$ cat config.mk
export PLATFORM = sky130hd
export DESIGN_NAME = argmax_frame_collector
export DESIGN_NICKNAME = d
export VERILOG_FILES = /design/src/rtl/argmax_frame_collector.sv
export SDC_FILE = /design/constraint.sdc
export NUM_CORES = 1
export LEC_CHECK = 0
export BUFFER_PORTS_ARGS = -buffer_cell sky130_fd_sc_hd__clkbuf_2
export CAP_MARGIN = 20
export CORE_AREA = 5 5 200 202
export CTS_BUF_LIST = sky130_fd_sc_hd__clkbuf_8
export DETAILED_ROUTE_END_ITERATION = 10
export DIE_AREA = 0 0 205 207
export SYNTH_ARGS = -nofsm -noshare
export SYNTH_HDL_FRONTEND = slang
export SYNTH_SLANG_ARGS = --single-unit
$ cat constraint.sdc
create_clock -name clk -period 2.05 [get_ports clk]
set_clock_uncertainty 0.05 [all_clocks]
set_input_delay 0.3075 -clock clk [delete_from_list [all_inputs] [get_ports clk]]
set_output_delay 0.3075 -clock clk [all_outputs]
set_load 0.02 [all_outputs]
$ cat src/rtl/argmax_frame_collector.sv
// argmax_frame_collector
// Gathers NUM_INPUTS serial valid/ready samples into one parallel frame for the
// argmax comparator. The frame is held until the consumer takes it; the first
// sample of the next frame may be taken in the same cycle as the hand-off.
//
// Optional feature: define ARGMAX_FRAME_COLLECTOR_LAST_EN to add in_last, which
// closes a frame early. Unfilled entries stay 0 and frm_len reports the count.
//
// state | meaning
// FILL  | accepting samples into entry[wr_idx], no frame presented
// FULL  | frame presented on frm_*, input only moves on a simultaneous hand-off

module argmax_frame_collector #(
    parameter int DATA_WIDTH = 16,
    parameter int NUM_INPUTS = 16
) (
    input  logic                  clk,
    input  logic                  rst_n,
    input  logic                  in_valid,
    output logic                  in_ready,
    input  logic [DATA_WIDTH-1:0] in_data,
`ifdef ARGMAX_FRAME_COLLECTOR_LAST_EN
    input  logic                  in_last,
`endif
    output logic                  frm_valid,
    input  logic                  frm_ready,
    output logic [DATA_WIDTH-1:0] frm_data [NUM_INPUTS],
    output logic [$clog2(NUM_INPUTS):0] frm_len
);

    localparam int IW = $clog2(NUM_INPUTS);
    localparam int LW = IW + 1;

    typedef enum logic {
        FILL = 1'b0,
        FULL = 1'b1
    } state_t;

    state_t            state;
    state_t            state_nxt;
    logic [IW-1:0]     wr_idx;
    logic              in_acc;
    logic              frm_acc;
    logic              frame_close;
    logic              handoff_last;

    // A beat closes the frame on the last slot, or early when tagged last.
`ifdef ARGMAX_FRAME_COLLECTOR_LAST_EN
    assign frame_close  = (wr_idx == IW'(NUM_INPUTS - 1)) || in_last;
    assign handoff_last = in_last;
`else
    assign frame_close  = (wr_idx == IW'(NUM_INPUTS - 1));
    assign handoff_last = 1'b0;
`endif

    // State register; reset drops frm_valid immediately.
    always_ff @(posedge clk or negedge rst_n) begin
        if (!rst_n) begin
            state <= FILL;
        end else begin
            state <= state_nxt;
        end
    end

    // Next-state and handshake outputs. in_ready is forced low during reset.
    always_comb begin
        state_nxt = state;
        in_ready  = 1'b0;
        frm_valid = 1'b0;
        in_acc    = 1'b0;
        frm_acc   = 1'b0;
        case (state)
            FILL: begin
                in_ready = rst_n;
                in_acc   = in_valid && rst_n;
                if (in_acc && frame_close) begin
                    state_nxt = FULL;
                end
            end
            FULL: begin
                frm_valid = 1'b1;
                in_ready  = frm_ready && rst_n;
                frm_acc   = frm_ready;
                in_acc    = in_valid && frm_ready && rst_n;
                if (frm_acc) begin
                    // A single-sample frame tagged last goes straight back out.
                    state_nxt = (in_acc && handoff_last) ? FULL : FILL;
                end
            end
            default: begin
                state_nxt = FILL;
            end
        endcase
    end

    // Frame storage, write index and length. Entries not yet written are 0 so
    // they never win an unsigned compare against a real sample.
    always_ff @(posedge clk or negedge rst_n) begin
        if (!rst_n) begin
            wr_idx  <= '0;
            frm_len <= '0;
            for (int i = 0; i < NUM_INPUTS; i++) begin
                frm_data[i] <= '0;
            end
        end else if (state == FILL) begin
            if (in_acc) begin
                frm_data[wr_idx] <= in_data;
                if (frame_close) begin
                    wr_idx  <= '0;
                    frm_len <= LW'(wr_idx) + LW'(1);
                end else begin
                    wr_idx <= wr_idx + IW'(1);
                end
            end
        end else if (frm_acc) begin
            for (int i = 1; i < NUM_INPUTS; i++) begin
                frm_data[i] <= '0;
            end
            frm_len <= '0;
            if (in_acc) begin
                frm_data[0] <= in_data;
                if (handoff_last) begin
                    wr_idx  <= '0;
                    frm_len <= LW'(1);
                end else begin
                    wr_idx <= IW'(1);
                end
            end else begin
                frm_data[0] <= '0;
                wr_idx      <= '0;
            end
        end
    end

endmodule

==> results of run 1 <==
-- path summary, 6_finish.rpt --
| kind | depth (start not counted) | slack (ps) | to | start |
|---|---|---|---|---|
| min | 5 | 370 | wr_idx[3]$_DFFE_PN0P_ | in_valid |
| max in group asynchronous | 4 | 450 | frm_data[142]$_DFFE_PN0P_ | rst_n |
| min in group asynchronous | 3 | 390 | frm_len[4]$_DFFE_PN0P_ | rst_n |
| max reg2reg | 5 | 240 | frm_data[159]$_DFFE_PN0P_ | wr_idx[0]$_DFFE_PN0P_ |
| min reg2reg | 2 | 440 | frm_len[4]$_DFFE_PN0P_ | frm_len[4]$_DFFE_PN0P_ |
| max | 3 | 230 | in_ready | state$_DFF_PN0_ |
-- tightest hold or removal path: cells and delay by family --
family | cells | cell delay, ps
AOI/OAI and AO/OA | 1 | 50
buffers and inverters | 2 | 270
and+or+nand+nor | 2 | 300
-- logic make-up (layout without fill, tap and decap cells) --
group           after synthesis  in the layout  synth area share
flops                       266            266             0.634
compound gates              263            263             0.228
buf+inv                     109            464            0.0622
simple gates                 69             69            0.0405
mux                          32             32            0.0305
fa+ha+maj                     4              4           0.00476
xor+xnor                      1              1          0.000834
-- synthesized netlist by cell type (all sizes together) (2+ instances only) --
cell type,instances
a22o,224
a32o,2
and2,3
and3,4
and3b,9
buf,60
clkbuf,15
dfrtp,266
ha,4
inv,34
mux2i,32
nand2,22
nand3,3
nor2,18
nor2b,2
nor3b,3
o21ai,16
o22ai,14
o2bb2ai,4
-- through the flow --
stage / setup slack (ps) / util
after floorplan: 351 / -
final: 230 / 0.361
after detailed placement: 237 / 0.329
after global routing: 87.8 / 0.361
after CTS: 159 / 0.361
after global placement: 227 / 0.329
-- cell type report --
| class | count | area share |
|---|---|---|
| sequential | 266 | 0.484 |
| clock inverter | 27 | 0.0170 |
| tap | 518 | 0.0471 |
| multi-input combinational | 369 | 0.235 |
| inverter | 34 | 0.00927 |
| clock buffer | 59 | 0.0590 |
| timing repair buffer | 344 | 0.149 |
-- power by group --
| group | switching (mW) | internal, mW | total [mW] | leakage (nW) |
|---|---|---|---|---|
| logic | 4.59 | 2.71 | 7.30 | 3.15 |
| clock network | 2.30 | 3.11 | 5.42 | 0.572 |
| registers | 1.12 | 7.02 | 8.14 | 3.52 |
| total | 8.02 | 12.8 | 20.9 | 7.24 |
-- flip-flops by register name, indices dropped and copies added, names as in the netlist --
name and flops:
frm_len 5, wr_idx 4, state 1, frm_data 256
-- per-layer routing --
metal  up-vias  routed length (µm)  part of all wire  GRT usage
li1       3420                   -                 -          -
met1      3903               15200              0.43      0.222
met2       281               16700              0.47      0.255
met3        60                2520             0.072     0.0468
met4         0                 865             0.025     0.0471
met5         -                   0                 0          0
-- cell usage in the layout, fill, tap and decap left out, types with 2 or more instances in the layout --
cell type,instances
clkbuf_2,281
clkbuf_8,59
nand3_1,2
o2bb2ai_1,4
buf_4,35
clkinv_2,3
ha_1,4
o21ai_0,15
dlygate4sd3_1,18
nor2b_1,2
nor2_1,2
nand2_1,22
bufinv_16,4
and3b_1,8
a22o_1,224
a32o_1,2
mux2i_1,32
buf_12,9
clkinvlp_4,5
and2_1,2
and3_1,4
inv_1,48
dfrtp_1,265
nor3b_4,2
nor2_2,16
o22ai_4,13
==> out/qor_table.md, run 1 <==
| Step | Quantity | Reported |
|:---|:---|:---|
| drt | Antenna violation net count after detailed routing | 0 |
| flow run | Max-cap viol count | 0 |
| drt | Count of vias placed by the detailed router | 7664 |
| global routing | GR Overflow Total | 0 |
| clock network | Clock tree from TritonCTS | built |
| cells and area | Area of the multi-input gates | 3240 µm² |
| setup path | CP peak stage delay | 460 ps |
| global routing | Global router's overall resource usage | 0.163 |
| timing | Transition time at the pin with the least slew margin | 718 ps |
| die | Placeable core region | 38100 µm² |
| synth | Post-synthesis sequential area ratio | 0.634 |
| timing | Period utilization | 0.888 |
| setup path | Data required time at the worst endpoint | 1690 ps |
| synth | #FFs+latches synth | 266 |
| clock network | Clock sinks | 266 |
| setup path | Cell Chain, Critical Path | nand2b_1 > and2_1 > clkbuf_2 |
| synth | Top cell type by total area after synthesis | dfrtp_1 |
| placed design | Cell area after placement | 12500 µm² |
| synth | Number of standard cells after synthesis | 744 |
| global routing | Largest net degree at the start of global routing | 123 |
| timing | Setup repair after global routing missed its margin | false |
| cells and area | Number of fill cells in the layout | 3738 |
| timing | # setup viols final | 0 |
| global routing | Initial antenna violation count | 0 |
| cells and area | Final antenna diode count | 0 |
| setup path | Critical Path Start Type | flop |
| timing | Final-layout setup total negative slack | 0 ps |
| cells and area | Sequential standard cell area | 6660 µm² |
| drt | Via density per instance | 4.74 |
| die | Row count | 72 |
| placed design | Inst Count DP | 1513 |
| die | Effective utilization at floorplan | 0.276 |
| clock network | Register clock-pin slew on the reported worst setup and hold paths | 50 ps |
| placed design | Final weighted congestion in routability-driven placement | 0.791 |
| cells and area | Final standard cell area without fillers | 13800 µm² |
| cells and area | Non-filler instance count after layout | 1617 |
| cells and area | Final layout net count | 1087 |
| synth | Mean cell area of the mapped netlist | 14.1 µm² |
| outcome | Run status | completed |
| clock network | Clock insertion delay at the later pin of the skew report | 600 ps |
| setup path | Sum of buffers and inverters on the critical path | 1 |
| die | Die Footprint | 42400 µm² |
| global routing | Via count of the first global-routing pass | 8094 |
| setup path | Max Fanout on Critical Path | 8 |
| clock network | Maximum buffer depth of the clock tree | 3 |
| power and ir drop | P_leak | 7.24 nW |
| synth | Area fraction of the dominant cell type after synthesis | 0.634 |
| drt | Detailed Routing Iterations Pass 1 | 5 |
| setup path | Critical Path End Type | output port |
| timing | Max-slew violation total from the final report | 0 |
| power and ir drop | Power density over the cells | 1520 nW/µm² |
| setup path | Type of the setup path with the least slack | reg -> out |
| synth | Yosys warning count | 0 |
| clock network | Post-cts sizing count | 0 |
| power and ir drop | Worst IR drop on VDD | 0.000930 V |
| drt | DR iter-0 viols | 455 |
| clock network | Cts bufs inserted | 48 |
| die | I/O pin total | 283 |
| synth | Post-synthesis cell type count | 38 |
| placed design | IO Port Bufs | 282 |
| die | Die Width | 205 µm |
| placed design | Half-perimeter wire length after detailed placement | 23500 µm |
| clock network | H-tree levels | 2 |
| hold path | Type of the worst min-delay path | in -> reg |
| synth | Post-synthesis instance area | 10500 µm² |
| setup path | WP data arrival | 1460 ps |
| timing | Normalized max-slew margin | 0.522 |
| clock network | Hold-fix buffers, CTS | 18 |
| timing | Min Tclk post-route | 1820 ps |
| setup path | Cell family contributing the most delay on the critical path | flip-flops |
| power and ir drop | PnR Total Power | 20.9 mW |
| setup path | Critical-path cell with the highest stage delay | dfrtp_2 |
| synth | Post-Synthesis Net Count | 768 |
| cells and area | Layout-stage area growth over the synthesis result | 31.0% |
| die | Vertical extent of the die | 207 µm |
| synth | Top cells by area, synth | dfrtp_1 (63%), a22o_1 (19%), mux2i_1 (3.0%), o22ai_4 (2.5%), buf_6 (2.3%) |
| clock network | Root buf cell | clkbuf_8 |
| timing | Hold WS | 369 ps |
| clock network | Post-CTS Repair Setup Buffers | 0 |
| cells and area | Share of final-layout standard cells stronger than drive strength 1 | 0.397 |
| drt | Drc violations | 0 |
| timing | Achievable clock frequency | 549 MHz |
| drt | DRT Wirelength | 35200 µm |
| drt | Average wire per cell in the routed design | 21.8 µm |
| synth | Flip-flop cell with the highest count after synthesis | dfrtp_1 |
| synth | Async S/R FF share, synth | 1.00 |
| global routing | First-pass GRT wire length | 53200 µm |
| synth | Number of enable-type register cells in the synthesized netlist | 0 |
| timing | Final hold vios | 0 |
No activity file was read; power rests on OpenSTA's default activity.
==> inputs of run 2 (changes only) <==
--- a/config.mk
+++ b/config.mk
@@ -5,6 +5,7 @@
 export SDC_FILE = /design/constraint.sdc
 export NUM_CORES = 1
 export LEC_CHECK = 0
+export ABC_AREA = 1
 export BUFFER_PORTS_ARGS = -buffer_cell sky130_fd_sc_hd__clkbuf_2
 export CAP_MARGIN = 20
 export CORE_AREA = 5 5 200 202
==> run 2 against run 1 <==
Effect of this change:
- final area decreased by 1.3%
- non-clock buffer count decreased by 2
- first-iteration DRC count increased by 4.8%
- global-route usage increased by 0.94 points
- utilization decreased by 0.47 points
- cell count increased by 23%
- setup slack got worse by 130 ps
- flip-flop and latch count unchanged
- sequential share of layout area increased by 0.62 points
- synthesized cell count increased by 51%
- largest power group unchanged
==> out/qor_table.md, run 2 <==
| Step | Quantity | Reported | Delta |
|:---|:---|:---|:---|
| drt | Routed met3 length | 3520 µm | +40% |
| setup path | Minimum setup slack among reg-to-reg paths | 250 ps | about the same |
| global routing | GR Overflow Total | 0 | unchanged |
| synth | Top cells by area, synth | dfrtp_1 (64%), nand2_1 (19%), o21ai_0 (7.4%), nand4_1 (2.0%), inv_1 (0.97%) |  |
| synth | Flip-flop cell with the highest count after synthesis | dfrtp_1 |  |
| setup path | Type of the setup path with the least slack | reg -> out |  |
| die | Die Footprint | 42400 µm² | unchanged |
| drt | DR iter-0 viols | 477 | +4.8% |
| global routing | Largest net degree at the start of global routing | 175 | +42% |
| clock network | Clock sinks | 266 | unchanged |
| hold path | Start point of the worst min-delay path | in_data[8] |  |
| synth | Post-synthesis cell type count | 26 | -32% |
| power and ir drop | Power share of the clock group | 0.228 | -0.032 |
| synth | Async S/R FF share, synth | 1.00 | unchanged |
| die | Effective utilization at floorplan | 0.275 | -0.000985 |
| cells and area | Final layout net count | 1471 | +35% |
| synth | Number of enable-type register cells in the synthesized netlist | 0 | unchanged |
| clock network | H-tree levels | 2 | unchanged |
| die | Row count | 72 | unchanged |
| synth | Yosys warning count | 0 | unchanged |
| clock network | Clock insertion delay at the later pin of the skew report | 610 ps | about the same |
| die | Vertical extent of the die | 207 µm | unchanged |
| cells and area | Share of final-layout standard cells stronger than drive strength 1 | 0.281 | -0.116 |
| setup path | Critical Path Start Type | flop |  |
| timing | Max-slew violation total from the final report | 0 | unchanged |
| die | I/O pin total | 283 | unchanged |
| die | Die Width | 205 µm | unchanged |
| timing | Final-layout setup total negative slack | 0 ps | unchanged |
| setup path | Data required time at the worst endpoint | 1690 ps | about the same |
| cells and area | Layout-stage area growth over the synthesis result | 29.8% |  |
| synth | Most common cell in the synthesized netlist | nand2_1 |  |
| placed design | Final weighted congestion in routability-driven placement | 0.801 | +1.2% |
| placed design | Inst Count DP | 1898 | +25% |
| global routing | Initial antenna violation count | 2 | +2 |
| drt | Wire length on met2 | 17400 µm | +4.6% |
| drt | Via density per instance | 4.55 | -4.0% |
| power and ir drop | P_int | 11.9 mW | -7.2% |
| power and ir drop | P_leak | 7.58 nW | +4.7% |
| setup path | Max Fanout on Critical Path | 21 | +13 |
| clock network | Clock tree from TritonCTS | built |  |
| synth | Area fraction of the dominant cell type after synthesis | 0.636 | +0.00227 |
| cells and area | Non-filler instance count after layout | 1993 | +23% |
| clock network | Register clock-pin slew on the reported worst setup and hold paths | 60 ps | about the same |
| power and ir drop | Combinational fraction of design power | 0.363 | +0.013 |
| synth | Post-synthesis instance area | 10500 µm² | -0.36% |
| synth | Number of standard cells after synthesis | 1122 | +51% |
| synth | #FFs+latches synth | 266 | unchanged |
| timing | Normalized max-slew margin | 0.347 | -0.175 |
| clock network | Maximum buffer depth of the clock tree | 3 | unchanged |
| power and ir drop | Switching Share | 0.421 | +0.0362 |
| drt | Max layer used | met5 |  |
| timing | Period utilization | 0.953 | +0.0653 |
| power and ir drop | Power density over the cells | 1510 nW/µm² | -0.14% |
| global routing | First-pass GRT wire length | 56800 µm | +6.8% |
| placed design | IO Port Bufs | 282 | unchanged |
| timing | # setup viols final | 0 | unchanged |
| synth | Post-synthesis sequential area ratio | 0.636 | +0.00227 |
| power and ir drop | P_sw | 8.65 mW | +7.9% |
| timing | Transition time at the pin with the least slew margin | 980 ps | +262 ps |
| outcome | Run status | completed |  |
| setup path | Critical R2R Launch | wr_idx[1]$_DFFE_PN0P_ |  |
| power and ir drop | Worst IR drop on VDD | 0.000717 V | -23% |
| cells and area | Final antenna diode count | 0 | unchanged |
| cells and area | Most common cell after layout, fill and taps aside | nand2_1 |  |
| drt | Routed met1 length | 15900 µm | +4.8% |
| setup path | Critical Path End Type | output port |  |
| drt | Antenna violation net count after detailed routing | 0 | unchanged |
| drt | Count of vias placed by the detailed router | 9067 | +18% |
| global routing | Via count of the first global-routing pass | 9085 | +12% |
| clock network | Cts bufs inserted | 47 | -2.1% |
| cells and area | Flip-flop count of the largest register after layout | 256 | unchanged |
| synth | Mean cell area of the mapped netlist | 9.33 µm² | -34% |
| synth | Top cell type by total area after synthesis | dfrtp_1 |  |
| synth | Post-Synthesis Net Count | 1146 | +49% |
| power and ir drop | Sequential share of power | 0.409 | +0.019 |
| timing | Final hold vios | 0 | unchanged |
| synth | Post-synth top cells | nand2_1 (520), dfrtp_1 (266), o21ai_0 (154) |  |
| timing | Min Tclk post-route | 1950 ps | +134 ps |
| timing | Achievable clock frequency | 512 MHz | -6.9% |
| timing | Setup repair after global routing missed its margin | false |  |
| die | Placeable core region | 38100 µm² | unchanged |
| drt | Detailed Routing Iterations Pass 1 | 4 | -1 |
| drt | Average wire per cell in the routed design | 18.8 µm | -14% |
| cells and area | Leading cell types in the layout, fill and taps excluded | nand2_1 (520), clkbuf_2 (280), dfrtp_1 (266) |  |
| setup path | CP Launch Point | state$_DFF_PN0_ |  |
| setup path | WP data arrival | 1600 ps | +140 ps |
| cells and area | Reg with most FFs | frm_data |  |
| global routing | Global router's overall resource usage | 0.173 | +0.00936 |
| flow run | Max-cap viol count | 0 | unchanged |
| drt | Drc violations | 0 | unchanged |
| clock network | Root buf cell | clkbuf_8 |  |
| hold path | Type of the worst min-delay path | in -> reg |  |
| placed design | Half-perimeter wire length after detailed placement | 26400 µm | +12% |
| cells and area | Registers with the most flip-flops | frm_data (256), frm_len (5), wr_idx (4) |  |
| drt | DRT Wirelength | 37500 µm | +6.5% |
==> run 2: cell count changes after synthesis, sizes merged, moves of 9 or more <==
cell,change
a22o,-224
mux2i,-32
o22ai,-14
and3b,-9
o21ai,+150
clkbuf,+18
nand2,+510
nand4,+33
nand3,+9
nor2,-9
buf,-27
==> run 2: cell families after synthesis <==
family	Yosys count	synth area share
adders and majority gates	4	0.00478
and+or+nand+nor	586	0.228
xor gates and xnor gates	1	0.000837
buffers and inverters	97	0.0454
DFF	266	0.636
AOI/OAI and AO/OA	168	0.0851
==> run 2: power by group through the flow <==
stage | Combinational, mW | Clock [mW] | Sequential, mW
6_report | 7.46 | 4.69 | 8.42
2_1_floorplan | 2.19 | 0 | 10.5
5_1_grt | 8.16 | 5.07 | 8.64
4_1_cts | 7.57 | 4.84 | 8.41
3_3_place_gp | 7.41 | 0 | 8.44
3_5_place_dp | 7.54 | 0 | 8.46
==> run 2: cell type report <==
class,count,area [µm²]
timing repair buffer,342,1950
clock buffer,53,729
tap,518,648
sequential,266,6660
multi-input combinational,759,3340
inverter,31,119
clock inverter,24,138
fill,3971,24500
==> run 2: routing by layer <==
metal,track usage,vias up
met2,0.275,359
li1,-,4237
met4,0.0439,4
met1,0.226,4413
met3,0.0599,54
met5,0,-
==> run 2: metrics by stage <==
| step | instance area, µm² | total power, mW | util | hold slack [ps] | setup slack (ps) |
|---|---|---|---|---|---|
| floorplan | 10500 | 12.7 | - | -38.1 | 309 |
| global placement | 12500 | 15.8 | 0.328 | 352 | 329 |
| detailed placement | 12500 | 16.0 | 0.328 | 358 | 274 |
| CTS | 13600 | 20.8 | 0.356 | 25.4 | 13.0 |
| global route | 13600 | 21.9 | 0.356 | 47.5 | 19.4 |
| finish | 13600 | 20.6 | 0.356 | 53.9 | 96.1 |
==> run 2: worst max-delay path: stages, from the launching register on <==
cell,delay (ps)
dfrtp_1,390
buf_4,340
clkbuf_2,260
==> run 2: final timing paths <==
kind,cells after the start,to
hold reg to reg,2,frm_len[4]$_DFFE_PN0P_
setup reg to reg,7,frm_data[11]$_DFFE_PN0P_
setup / recovery,2,frm_valid
hold / removal,5,frm_data[248]$_DFFE_PN0P_
min in group asynchronous,3,wr_idx[0]$_DFFE_PN0P_
max in group asynchronous,4,frm_data[166]$_DFFE_PN0P_
==> run 2: what timing repair did <==
item,4_1_cts,5_1_grt
gates resized for setup,3,1
setup endpoints to repair,1,1
buffers inserted,0,1
gates cloned,0,1
hold buffers,16,0
hold endpoints to repair,222,0
